--- src/rtl/parking_meter_if.sv ---
// Parking meter control interface.
// Bundles the pulse/level requests coming from the input conditioning block
// and the time/status outputs going to the seven-segment display driver.
//   add_10/add_180/add_200/add_550 : one-cycle pulses, add the stated seconds
//   rst_to_10/rst_to_205           : levels, force the remaining time while high
//   time_left                      : remaining seconds (14 bits)
//   display_on                     : 1 = display lit, 0 = blanked
//   expired / low_time             : status flags
//   sec_tick                       : one-cycle pulse on each 1 s boundary
// master = request source (conditioning block / bench), slave = controller.
interface parking_meter_if;
  logic        add_10;
  logic        add_180;
  logic        add_200;
  logic        add_550;
  logic        rst_to_10;
  logic        rst_to_205;
  logic [13:0] time_left;
  logic        display_on;
  logic        expired;
  logic        low_time;
  logic        sec_tick;

  modport master (
    output add_10, add_180, add_200, add_550, rst_to_10, rst_to_205,
    input  time_left, display_on, expired, low_time, sec_tick
  );

  modport slave (
    input  add_10, add_180, add_200, add_550, rst_to_10, rst_to_205,
    output time_left, display_on, expired, low_time, sec_tick
  );
endinterface

--- src/rtl/parking_meter_ctrl.sv ---
// Parking meter time-keeping controller.
// Keeps the remaining parking time in seconds, adds coins, applies presets,
// counts down once per second and drives the display blank/flash control.
// Ports:
//   clk   : system clock
//   rst_n : asynchronous active-low reset
//   pm    : parking_meter_if.slave (add pulses, preset levels in;
//           time_left, display_on, expired, low_time, sec_tick out)
// All outputs are registered and reflect the inputs of the previous cycle.
module parking_meter_ctrl #(
  parameter int CLOCKS_PER_SEC = 100000000,
  parameter int MAX_TIME       = 9999,
  parameter int LOW_THRESHOLD  = 200
) (
  input  logic            clk,
  input  logic            rst_n,
  parking_meter_if.slave  pm
);

  localparam int CNT_W = $clog2(CLOCKS_PER_SEC);
  localparam logic [CNT_W-1:0] CNT_LAST = CNT_W'(CLOCKS_PER_SEC - 1);
  localparam logic [CNT_W-1:0] CNT_HALF = CNT_W'(CLOCKS_PER_SEC / 2);

  // 15-bit working width: 9999 + 940 cannot wrap.
  localparam logic [14:0] MAX_T = 15'(MAX_TIME);
  localparam logic [14:0] LOW_T = 15'(LOW_THRESHOLD);

  localparam logic [1:0] ST_EXPIRED = 2'd0;
  localparam logic [1:0] ST_LOW     = 2'd1;
  localparam logic [1:0] ST_RUN     = 2'd2;

  logic [13:0]      time_left_q,  time_left_d;
  logic [CNT_W-1:0] tick_cnt_q,   tick_cnt_d;
  logic             sec_parity_q, sec_parity_d;
  logic             sec_tick_q,   sec_tick_d;
  logic [1:0]       state_q,      state_d;
  logic             display_on_q, display_on_d;

  logic             tick_wrap;
  logic [14:0]      add_sum;
  logic [14:0]      dec;
  logic [14:0]      next_raw;

  function automatic logic [13:0] sat_time(input logic [14:0] v);
    logic [14:0] r;
    r = (v > MAX_T) ? MAX_T : v;
    return r[13:0];
  endfunction

  function automatic logic [1:0] decode_state(input logic [13:0] t);
    if (t == 14'd0)
      return ST_EXPIRED;
    else if ({1'b0, t} < LOW_T)
      return ST_LOW;
    else
      return ST_RUN;
  endfunction

  always_comb begin
    tick_wrap = (tick_cnt_q == CNT_LAST);

    add_sum = (pm.add_10  ? 15'd10  : 15'd0)
            + (pm.add_180 ? 15'd180 : 15'd0)
            + (pm.add_200 ? 15'd200 : 15'd0)
            + (pm.add_550 ? 15'd550 : 15'd0);

    // Decrement is suppressed at zero so the count never underflows.
    dec      = (tick_wrap && (time_left_q != 14'd0)) ? 15'd1 : 15'd0;
    next_raw = {1'b0, time_left_q} - dec + add_sum;

    tick_cnt_d   = tick_wrap ? '0 : tick_cnt_q + CNT_W'(1);
    sec_tick_d   = tick_wrap;
    sec_parity_d = sec_parity_q ^ tick_wrap;
    time_left_d  = sat_time(next_raw);

    // Presets override everything and hold the second timer at its start,
    // so the first decrement comes a full second after release.
    if (pm.rst_to_10) begin
      time_left_d  = 14'd10;
      tick_cnt_d   = '0;
      sec_parity_d = 1'b0;
      sec_tick_d   = 1'b0;
    end else if (pm.rst_to_205) begin
      time_left_d  = 14'd205;
      tick_cnt_d   = '0;
      sec_parity_d = 1'b0;
      sec_tick_d   = 1'b0;
    end

    // Display control is computed from next-state values so it changes on
    // the same edge as time_left rather than a cycle later.
    state_d = decode_state(time_left_d);
    case (state_d)
      ST_RUN:  display_on_d = 1'b1;
      ST_LOW:  display_on_d = ~sec_parity_d;
      default: display_on_d = (tick_cnt_d < CNT_HALF);
    endcase
  end

  always_ff @(posedge clk or negedge rst_n) begin
    if (!rst_n) begin
      time_left_q  <= '0;
      tick_cnt_q   <= '0;
      sec_parity_q <= 1'b0;
      sec_tick_q   <= 1'b0;
      state_q      <= ST_EXPIRED;
      display_on_q <= 1'b1;
    end else begin
      time_left_q  <= time_left_d;
      tick_cnt_q   <= tick_cnt_d;
      sec_parity_q <= sec_parity_d;
      sec_tick_q   <= sec_tick_d;
      state_q      <= state_d;
      display_on_q <= display_on_d;
    end
  end

  assign pm.time_left  = time_left_q;
  assign pm.display_on = display_on_q;
  assign pm.expired    = (state_q == ST_EXPIRED);
  assign pm.low_time   = (state_q == ST_LOW);
  assign pm.sec_tick   = sec_tick_q;

endmodule

--- src/flat_wrapper.sv ---
// flat-port wrapper written by rule: the top's interface ports become plain ports
module parking_meter_ctrl_flat 
#(
  parameter int CLOCKS_PER_SEC = 100000000,
  parameter int MAX_TIME       = 9999,
  parameter int LOW_THRESHOLD  = 200
)
  (clk, rst_n, pm_add_10, pm_add_180, pm_add_200, pm_add_550, pm_rst_to_10, pm_rst_to_205, pm_time_left, pm_display_on, pm_expired, pm_low_time, pm_sec_tick);
  parking_meter_if pm_i ();
  input  logic clk;
  input  logic rst_n;
  input wire logic [$bits(pm_i.add_10)-1:0] pm_add_10;
  input wire logic [$bits(pm_i.add_180)-1:0] pm_add_180;
  input wire logic [$bits(pm_i.add_200)-1:0] pm_add_200;
  input wire logic [$bits(pm_i.add_550)-1:0] pm_add_550;
  input wire logic [$bits(pm_i.rst_to_10)-1:0] pm_rst_to_10;
  input wire logic [$bits(pm_i.rst_to_205)-1:0] pm_rst_to_205;
  output wire logic [$bits(pm_i.time_left)-1:0] pm_time_left;
  output wire logic [$bits(pm_i.display_on)-1:0] pm_display_on;
  output wire logic [$bits(pm_i.expired)-1:0] pm_expired;
  output wire logic [$bits(pm_i.low_time)-1:0] pm_low_time;
  output wire logic [$bits(pm_i.sec_tick)-1:0] pm_sec_tick;
  assign pm_i.add_10 = pm_add_10;
  assign pm_i.add_180 = pm_add_180;
  assign pm_i.add_200 = pm_add_200;
  assign pm_i.add_550 = pm_add_550;
  assign pm_i.rst_to_10 = pm_rst_to_10;
  assign pm_i.rst_to_205 = pm_rst_to_205;
  assign pm_time_left = pm_i.time_left;
  assign pm_display_on = pm_i.display_on;
  assign pm_expired = pm_i.expired;
  assign pm_low_time = pm_i.low_time;
  assign pm_sec_tick = pm_i.sec_tick;
  parking_meter_ctrl #(.CLOCKS_PER_SEC(CLOCKS_PER_SEC), .MAX_TIME(MAX_TIME), .LOW_THRESHOLD(LOW_THRESHOLD)) u_core (.clk(clk), .rst_n(rst_n), .pm(pm_i));
endmodule
--- config.mk ---
export PLATFORM = sky130hd
export DESIGN_NAME = parking_meter_ctrl_flat
export DESIGN_NICKNAME = d
export VERILOG_FILES = /design/src/rtl/parking_meter_if.sv /design/src/rtl/parking_meter_ctrl.sv /design/src/flat_wrapper.sv
export SDC_FILE = /design/constraint.sdc
export NUM_CORES = 1
export LEC_CHECK = 0
export BUFFER_PORTS_ARGS = -buffer_cell sky130_fd_sc_hd__buf_2
export CAP_MARGIN = 10
export CORE_MARGIN = 2
export CORE_UTILIZATION = 54
export DETAILED_ROUTE_END_ITERATION = 16
export GPL_ROUTABILITY_DRIVEN = 0
export PLACE_DENSITY = 0.79
export SLEW_MARGIN = 20
export SYNTH_ARGS = -nofsm -noshare
export SYNTH_HDL_FRONTEND = slang
export SYNTH_SLANG_ARGS = --single-unit
--- constraint.sdc ---
create_clock -name clk -period 11.1 [get_ports clk]
set_clock_uncertainty 0.2 [all_clocks]
set_input_delay 0.555 -clock clk [delete_from_list [all_inputs] [get_ports clk]]
set_output_delay 0.555 -clock clk [all_outputs]
set_load 0.02 [all_outputs]
==> impl_results.md, run 1 <==
- Status: complete, no violations
- Syn avg cell area: 8.75 um^2
- Initial Util: 0.553
- H-tree depth: 2
- # nets final: 462
- Post-Syn Instances: ~400
- Primary FF master, synth: dfrtp_1
- Die area: 7120 um^2
- Fin Setup TNS: 0 ns
- Std-Cell Rows: 29
- GRT Util Overall: 0.220
- CP Buf/Inv Count: 1
- PortBufs: 25
- Top cell type's share of synthesized area: 0.323
- Worst vdd ir: 0.000289 V
- Final core utilization: 0.595
- DP HPWL: 5730 um
- Initial detailed-routing violation count: 140
- Worst path slowest cell: or4_1
- CP Data Required Time: 11.07 ns
- Number of synthesis warnings: 0
- CTS tree: done
- Gr ovfl total: 0
- Vias in the first global route: 2,737
- TritonCTS Buffers: 5
- I/O pin cnt: 26
- FMAX: between 150 and 200 MHz
- First-pass GRT wire length: ~13,000 um
- Fin area: approximately 3800 um^2
- Final Setup Violations: 0
- CP delay by family, top: simple AND/OR/NAND/NOR gates
- Routed WL per cell: roughly 15 um
- Pin count of the biggest net entering global routing: 47
- Ant diodes: 0
- Delay of the slowest critical-path stage: 0.66 ns
- Slew Limit Fails: 0
- Synthesis-to-finish area growth: 7.67%
- Clock transition at path regs: 0.09 ns
- Hold WC Path Type: in -> async
- Crit-path cells: or4b_1 -> or4_1 -> or4_1 -> a31oi_1 -> ha_1 -> inv_1 -> fa_1 -> ha_1 -> fa_1 -> a211oi_1 -> o21bai_1 -> a2111o_1 -> o311a_1 -> xor2_1 -> nand3_1 -> and2_1 -> nand2_1 -> or2_2
- Worst-margin pin slew: 0.629 ns
- Die X: around 84 um
- ANT nets after route: 0
- Vias/cell: 5.89
- Clock Sink Count: 46
- Pwr/cell area: a little under 300 nW/um^2
- Synth cell types: 57
- Startpoint Class: register
- Top cells by area, synth: dfrtp_1 32%, ha_1 11%, nor2_1 5.8%
- Vias: 2,919
- Yosys reg bits: 46
- Fin crit share: 0.573
- Total of max-cap violations: 0
- Die height: 84.4 um
- Final WL: about 7500 um
- Final worst path period need: 6.36 ns
- Layout cells sized above 1: 0.107
- Initial antenna violation count: 0
- Post-Syn Area: 3490 um^2
- Core Area: 6310 um^2
- Crit path DAT: 6.33 ns
- Top cells by count, synth: 54 x nor2_1, 45 x dfrtp_1, 39 x inv_1
- Final Power: 1.11 mW
- DP Area: about 3600 um^2
- Post-synth ARST share: 1.00
- Root Buffer Master: clkbuf_8
- Leakage: ~1.7 nW
- CP Class: reg -> reg
- Resized Gates After CTS: 0
- Unrepaired setup endpoints after global routing: no
- Dominant cell type by area after synthesis: dfrtp_1
- Crit. End Element: register
- Clk_lat worst skew: 0.29 ns
- CTS Hold Bufs: 0
- Sequential fraction of the synthesis area: 0.330
- Final hold viol count: 0
- Number of synthesized flops with an enable pin: 0
- Residual DRC count: 0
- Leading cell type by number of instances after synthesis: nor2_1
- Clk buf depth: 2
- Drt pass-1 iters: 4
- Relative slew slack: 0.570
- Syn_nets: between 400 and 500
- Post-CTS setup buffers: 0
- CP max FO: 10
flip-flops by register name (all words and copies together) (netlist names):
signal	flops
u_core.tick_cnt_q	27
u_core.pm.time_left	14
u_core.state_q	2
u_core.pm.display_on	1
u_core.pm.sec_tick	1
u_core.sec_parity_q	1
report_power, final:
part	internal (mW)	switching (mW)	leakage, nW
combinational	0.300	0.469	1.00
clock	0.0674	0.0526	0.0524
sequential	0.193	0.0278	0.614
total	0.560	0.550	1.67
worst register-to-register path: stages (launching register included):
cell	delay [ns]
dfrtp_1	0.48
or4b_1	0.52
or4_1	0.51
or4_1	0.66
a31oi_1	0.23
ha_1	0.17
inv_1	0.05
fa_1	0.36
ha_1	0.25
fa_1	0.48
a211oi_1	0.44
o21bai_1	0.18
a2111o_1	0.44
o311a_1	0.14
xor2_1	0.17
nand3_1	0.12
and2_1	0.33
nand2_1	0.18
or2_2	0.33
cells by family after synthesis:
group	count (synthesis)	share of synthesized area
DFF	46	0.330
xor gates and xnor gates	34	0.0853
muxes	1	0.00287
and+or+nand+nor	162	0.245
AOI/OAI and AO/OA	67	0.133
adders and majority gates	36	0.142
buffers and inverters	53	0.0620
layer usage:
layer | vias to the layer above | global-route usage | part of all wire
met5 | - | 0 | 0
met4 | 0 | 0.0390 | 0.0087
met3 | 8 | 0.0285 | 0.044
met2 | 73 | 0.335 | 0.45
met1 | 1406 | 0.341 | 0.50
li1 | 1432 | - | -
stage by stage:
step	cells	setup slack (ns)	hold WS, ns
finish	496	4.74	0.0486
global route	496	4.37	0.0888
CTS	496	4.80	0.258
detailed placement	488	4.84	0.284
global placement	488	5.02	0.278
floorplan	399	5.30	0.0594
path summary, 6_finish.rpt:
path	startpoint	to	slack [ns]	depth (start not counted)
setup reg to reg	u_core.tick_cnt_q[9]$_DFF_PN0_	u_core.pm.time_left[3]$_DFF_PN0_	4.74	18
setup / recovery	u_core.tick_cnt_q[9]$_DFF_PN0_	u_core.pm.time_left[3]$_DFF_PN0_	4.74	18
max in group asynchronous	rst_n	u_core.pm.time_left[1]$_DFF_PN0_	10.26	1
hold reg to reg	u_core.tick_cnt_q[0]$_DFF_PN0_	u_core.tick_cnt_q[0]$_DFF_PN0_	0.29	1
min in group clk	u_core.tick_cnt_q[0]$_DFF_PN0_	u_core.tick_cnt_q[0]$_DFF_PN0_	0.29	1
hold / removal	rst_n	u_core.tick_cnt_q[15]$_DFF_PN0_	0.05	1
cells in the final DEF, fill, tap and decap left out, types with 5 or more instances in the layout:
| cell | count |
|---|---|
| inv_1 | 39 |
| nand4_1 | 9 |
| or2_2 | 6 |
| nor3_1 | 17 |
| fa_1 | 6 |
| clkbuf_8 | 5 |
| buf_2 | 24 |
| nor2_1 | 54 |
| nand2_1 | 23 |
| o21ai_0 | 10 |
| nor4_1 | 6 |
| xor2_1 | 15 |
| xnor2_1 | 19 |
| and3_1 | 5 |
| a21oi_1 | 19 |
| dfrtp_1 | 45 |
| nand3_1 | 12 |
| ha_1 | 30 |
final cells by class:
| cell class | instances | area, um^2 |
|---|---|---|
| Clock buffer | 7 | 76.3 |
| Timing Repair Buffer | 26 | 135 |
| Tap cell | 77 | 96.3 |
| Fill cell | 556 | 2550 |
| Sequential cell | 46 | 1150 |
| Multi-Input combinational cell | 300 | 2120 |
| Clock inverter | 1 | 30.0 |
| Inverter | 39 | 146 |
Note: power is estimated with default switching activity, not from simulation.
==> inputs of run 2 (changes only) <==
Settings changed: PLACE_DENSITY 0.79 to 0.82.
Clock period 11.1 ns to 5.76 ns, I/O delays scaled along.
==> run 2 against run 1 <==
  * Cell count up 1.6%
  * Combinational power up 110%
  * Maximum frequency up 15%
  * Critical path depth up 1
  * Critical path type unchanged
  * Critical endpoint is now u_core.pm.display_on$_DFF_PN1_
  * Largest cell class unchanged
  * Largest power group unchanged
==> impl_results.md, run 2 (synthesized netlist as in run 1, its figures left out) <==
- Status: complete, no violations
- Clock Sink Count: 46
- Initial Util: 0.553
- Most frequent cells in the layout: 54 x nor2_1, 43 x dfrtp_1, 39 x inv_1
- Final core utilization: 0.608
- Post-Place Cells: 493
- CTS tree: done
- I/O pin cnt: 26
- TritonCTS Buffers: 5
- Critical path's most frequent cell: fa_1
- Area occupied by multi-input gates: 2150 um^2
- Final hold viol count: 0
- Fin Setup TNS: 0 ns
- Initial detailed-routing violation count: roughly 260
- Worst vdd ir: 0.000477 V
- Die height: 84.4 um
- ANT nets after route: 0
- Ant diodes: 0
- CP delay by family, top: simple AND/OR/NAND/NOR gates
- CP Class: reg -> reg
- Drt pass-1 iters: 4
- Std-Cell Rows: 29
- Crit-path cells: or4b_1 -> or4_1 -> or4_4 -> a31oi_1 -> ha_1 -> inv_1 -> fa_1 -> ha_2 -> fa_1 -> a211oi_2 -> o21bai_1 -> a2111o_1 -> o311a_1 -> xor2_2 -> nand3_1 -> and2_1 -> buf_4 -> o211a_1 -> a32oi_2
- Crit path DAT: between 5 and 6 ns
- Hold WC Path Type: in -> reg
- First-pass GRT wire length: 13,700 um
- Final Setup Violations: 0
- Clock transition at path regs: around 0.09 ns
- Total of max-cap violations: 0
- Fin area: 3840 um^2
- Root Buffer Master: clkbuf_8
- Pin count of the biggest net entering global routing: between 40 and 50
- Startpoint Class: register
- Register area: around 1200 um^2
- Final worst path period need: 5.51 ns
- PortBufs: 25
- Clk buf depth: 2
- Pwr/cell area: 579 nW/um^2
- Final Non-Filler Cells: 504
- Slew Limit Fails: 0
- Residual DRC count: 0
- Dpl ws: 0.199 ns
- Core Area: between 6000 and 7000 um^2
- Setup WS post-layout: 0.246 ns
- Vias/cell: between 5 and 6
- Layout cells sized above 1: 0.145
- GRT Util Overall: 0.234
- Crit. End Element: register
- CP max FO: 9
- Routed WL per cell: 15.7 um
- Initial antenna violation count: 0
- Delay of the slowest critical-path stage: 0.52 ns
- CP Buf/Inv Count: 2
- Die area: 7120 um^2
- Synthesis-to-finish area growth: 9.89%
- Hold_ws: 0.0451 ns
- CP Data Required Time: 5.79 ns
- Vias: a little under 3,000
- DP HPWL: slightly below 6000 um
- Final WL: 7910 um
- Largest Register: u_core.tick_cnt_q
- Worst path slowest cell: or4_1
- # nets final: 470
- Commonest non-fill, non-tap cell in the layout: nor2_1
- Max reg flops: 27
- Clk_lat worst skew: 0.30 ns
- Die X: roughly 84 um
- DP Area: ~3700 um^2
- Gr ovfl total: 0
- Worst-margin pin slew: 0.607 ns
- H-tree depth: 2
- FMAX: 181 MHz
- Fillers: about 560
- Fin crit share: 0.957
- Vias in the first global route: 2,835
- Final Power: 2.22 mW
- Leakage: 1.70 nW
- Relative slew slack: 0.594
==> run 2: report_power, final <==
part	leakage, nW	switching, mW	internal (mW)
Clock	0.0408	0.120	0.0869
Sequential	0.611	0.0542	0.372
Combinational	1.05	0.948	0.639
Total	1.70	1.12	1.10
==> run 2: what timing repair did <==
action / CTS / global route
endpoints found under the hold margin: 45 / 0
setup endpoints to repair: 0 / 10
buffers inserted: 0 / 2
hold buffers: 1 / 0
gates resized for setup: 0 / 7
==> run 2: final cells by class <==
class,instances,share of cell area
Clock buffer,5,0.0179
Clock inverter,3,0.00620
Inverter,39,0.0382
Multi-Input combinational cell,300,0.560
Sequential cell,46,0.301
Tap cell,77,0.0251
Timing Repair Buffer,34,0.0515
==> run 2: final timing paths <==
kind	start	endpoint	slack (ns)	depth (start not counted)
hold reg to reg	u_core.tick_cnt_q[0]$_DFF_PN0_	u_core.tick_cnt_q[0]$_DFF_PN0_	0.30	1
hold / removal	pm_rst_to_205	u_core.pm.time_left[1]$_DFF_PN0_	0.05	2
setup / recovery	u_core.tick_cnt_q[10]$_DFF_PN0_	u_core.pm.display_on$_DFF_PN1_	0.25	19
min in group asynchronous	rst_n	u_core.tick_cnt_q[13]$_DFF_PN0_	0.33	2
max in group asynchronous	rst_n	u_core.tick_cnt_q[10]$_DFF_PN0_	4.62	2
setup reg to reg	u_core.tick_cnt_q[10]$_DFF_PN0_	u_core.pm.display_on$_DFF_PN1_	0.25	19
==> run 2: per-layer routing <==
metal,vias up,routed length [um],GRT usage
met2,67,3830,0.384
li1,1451,-,-
met3,10,273,0.0295
met5,-,0,0
met1,1402,3700,0.336
met4,0,98,0.0534
==> inputs of run 3 (changes only) <==
Settings changed: CORE_ASPECT_RATIO from default to 1.1.
==> run 3 against run 2 <==
  * Sequential share of layout area down 0.19 points
  * First-iteration DRC count is 11% lower
  * Total power grew 0.29%
  * Sequential power fell by 1%
  * Combinational power about the same
  * Flip-flop and latch count unchanged
  * Critical path depth unchanged
  * Global-route usage about the same
  * Non-clock buffer count up 4
  * Final area is 0.75% higher
  * Via count rose by 3.5%
  * Largest cell class unchanged
  * Largest power group unchanged
  * Highest routed layer unchanged
==> impl_results.md, run 3 (synthesized netlist as in run 1, its figures left out) <==
- Critical R2R Capture: u_core.pm.display_on$_DFF_PN1_
- Worst vdd ir: 0.000329 V
- PortBufs: 25
- Clock transition at path regs: 0.08 ns
- FMAX: between 150 and 200 MHz
- Worst-margin pin slew: between 0.7 and 0.8 ns
- CP delay by family, top: simple AND/OR/NAND/NOR gates
- RR Startpoint: u_core.tick_cnt_q[10]$_DFF_PN0_
- H-tree depth: 2
- Largest Register: u_core.tick_cnt_q
- Final Non-Filler Cells: 510
- Vias in the first global route: 2,862
- Die height: 88.3 um
- Final hold viol count: 0
- Slew Limit Fails: 0
- Die X: approximately 81 um
- Final Power: about 2.2 mW
- Std-Cell Rows: 30
- Final WL: 7960 um
- DP HPWL: 5820 um
- Cell count of the worst reg-to-reg path: 19
- Most frequent cells in the layout: 54 x nor2_1, 42 x dfrtp_1, 39 x inv_1
- Die area: 7120 um^2
- Core Area: 6230 um^2
- Final Setup Violations: 0
- Crit path from: u_core.tick_cnt_q[10]$_DFF_PN0_
- # nets final: 474
- Clk_lat worst skew: 0.30 ns
- Drt pass-1 iters: 5
- CP max FO: 9
- Routed WL per cell: 15.6 um
- Startpoint Class: register
- First-pass GRT wire length: about 13,000 um
- Root Buffer Master: clkbuf_8
- Ant diodes: 0
- Reg-to-reg slack, setup: 0.31 ns
- GRT Util Overall: 0.234
- CP Buf/Inv Count: 2
- Post-Place Cells: a little under 500
- Status: complete, no violations
- Fin Setup TNS: 0 ns
- Initial Util: 0.560
- Layout cells sized above 1: 0.158
- Hold-critical path depth: 2
- Vias: 3,032
- Delay of the slowest critical-path stage: 0.52 ns
- Hold WC Path Type: in -> reg
- Fin area: 3860 um^2
- Pin count of the biggest net entering global routing: 47
- Crit. End Element: register
- Crit path DAT: 5.48 ns
- Gr ovfl total: 0
- Final worst path period need: 5.45 ns
- Commonest non-fill, non-tap cell in the layout: nor2_1
- Vias/cell: 5.95
- Residual DRC count: 0
- Min-Delay Startpoint: pm_rst_to_10
- TritonCTS Buffers: 5
- Max reg flops: 27
- Leakage: 1.72 nW
- Synthesis-to-finish area growth: 10.7%
- Clock Sink Count: 46
- Total of max-cap violations: 0
- Pwr/cell area: 576 nW/um^2
- Unrepaired setup endpoints after global routing: no
- I/O pin cnt: 26
- Hold EP: u_core.pm.time_left[7]$_DFF_PN0_
- Fillers: 557
- Crit-path cells: or4b_1 -> or4_1 -> or4_4 -> a31oi_1 -> ha_1 -> inv_1 -> fa_1 -> ha_2 -> fa_2 -> a211oi_2 -> o21bai_1 -> a2111o_1 -> o311a_1 -> xor2_2 -> nand3_1 -> and2_1 -> buf_4 -> o211a_1 -> a32oi_2
- Initial detailed-routing violation count: 235
- Worst path slowest cell: or4b_1
- ANT nets after route: 0
- Clk buf depth: 2
- Relative slew slack: 0.480
- Fin crit share: 0.946
- CP Class: reg -> reg
- CTS tree: done
- Initial antenna violation count: 0
- CP Data Required Time: 5.79 ns
- DP Area: 3700 um^2
-- run 3: cell count changes in the layout (fill, tap and decap cells not counted) --
cell	change
a211oi_1	-1
a211oi_2	+1
buf_4	+4
clkinv_2	+2
clkinvlp_4	-2
dfrtp_1	-1
dfrtp_2	+1
fa_1	-1
fa_2	+1
inv_6	-1
-- run 3: final cells by class --
type	count	area (um^2)	share of cell area
clock buffer	5	68.8	0.0178
clock inverter	2	10.0	0.00259
tap	80	100	0.0259
timing repair buffer	38	228	0.0589
multi-input combinational	300	2160	0.558
inverter	39	146	0.0379
sequential	46	1160	0.299
-- run 3: worst max-delay path by stage --
stage                                  endpoint  slack, ns  depth (start not counted)
5_1_grt             u_core.state_q[0]$_DFF_PN0_       0.04                         19
3_5_place_dp     u_core.pm.display_on$_DFF_PN1_       0.17                         19
6_report         u_core.pm.display_on$_DFF_PN1_       0.31                         19
2_1_floorplan  u_core.pm.time_left[3]$_DFF_PN0_       0.05                         21
3_3_place_gp   u_core.pm.time_left[3]$_DFF_PN0_       0.28                         17
4_1_cts          u_core.pm.display_on$_DFF_PN1_       0.13                         19
-- run 3: repair_timing --
action                                  in CTS  in global routing
endpoints found under the hold margin       45                  0
setup buffers                                0                  5
resized for setup                            0                 10
endpoints found under the setup margin       0                 11
hold buffers                                 1                  0
-- run 3: metrics by stage --
| step | util | hold slack [ns] | setup slack, ns |
|---|---|---|---|
| 2_1_floorplan | - | -0.208 | 0.0465 |
| 3_3_place_gp | 0.594 | 0.279 | 0.282 |
| 3_5_place_dp | 0.594 | 0.296 | 0.170 |
| 4_1_cts | 0.609 | 0.0337 | 0.131 |
| 5_1_grt | 0.620 | 0.0448 | 0.0401 |
| 6_report | 0.620 | 0.0348 | 0.311 |
-- run 3: metal layers --
metal | wire length (um) | GRT usage | vias up | share of wire
li1 | - | - | 1462 | -
met1 | 3240 | 0.280 | 1444 | 0.41
met2 | 4100 | 0.423 | 106 | 0.52
met3 | 382 | 0.0316 | 20 | 0.048
met4 | 227 | 0.0955 | 0 | 0.029
met5 | 0 | 0 | - | 0
-- run 3: where the power goes --
| group | internal (mW) | switching, mW |
|---|---|---|
| combinational | 0.643 | 0.976 |
| sequential | 0.372 | 0.0493 |
| clock | 0.0815 | 0.104 |
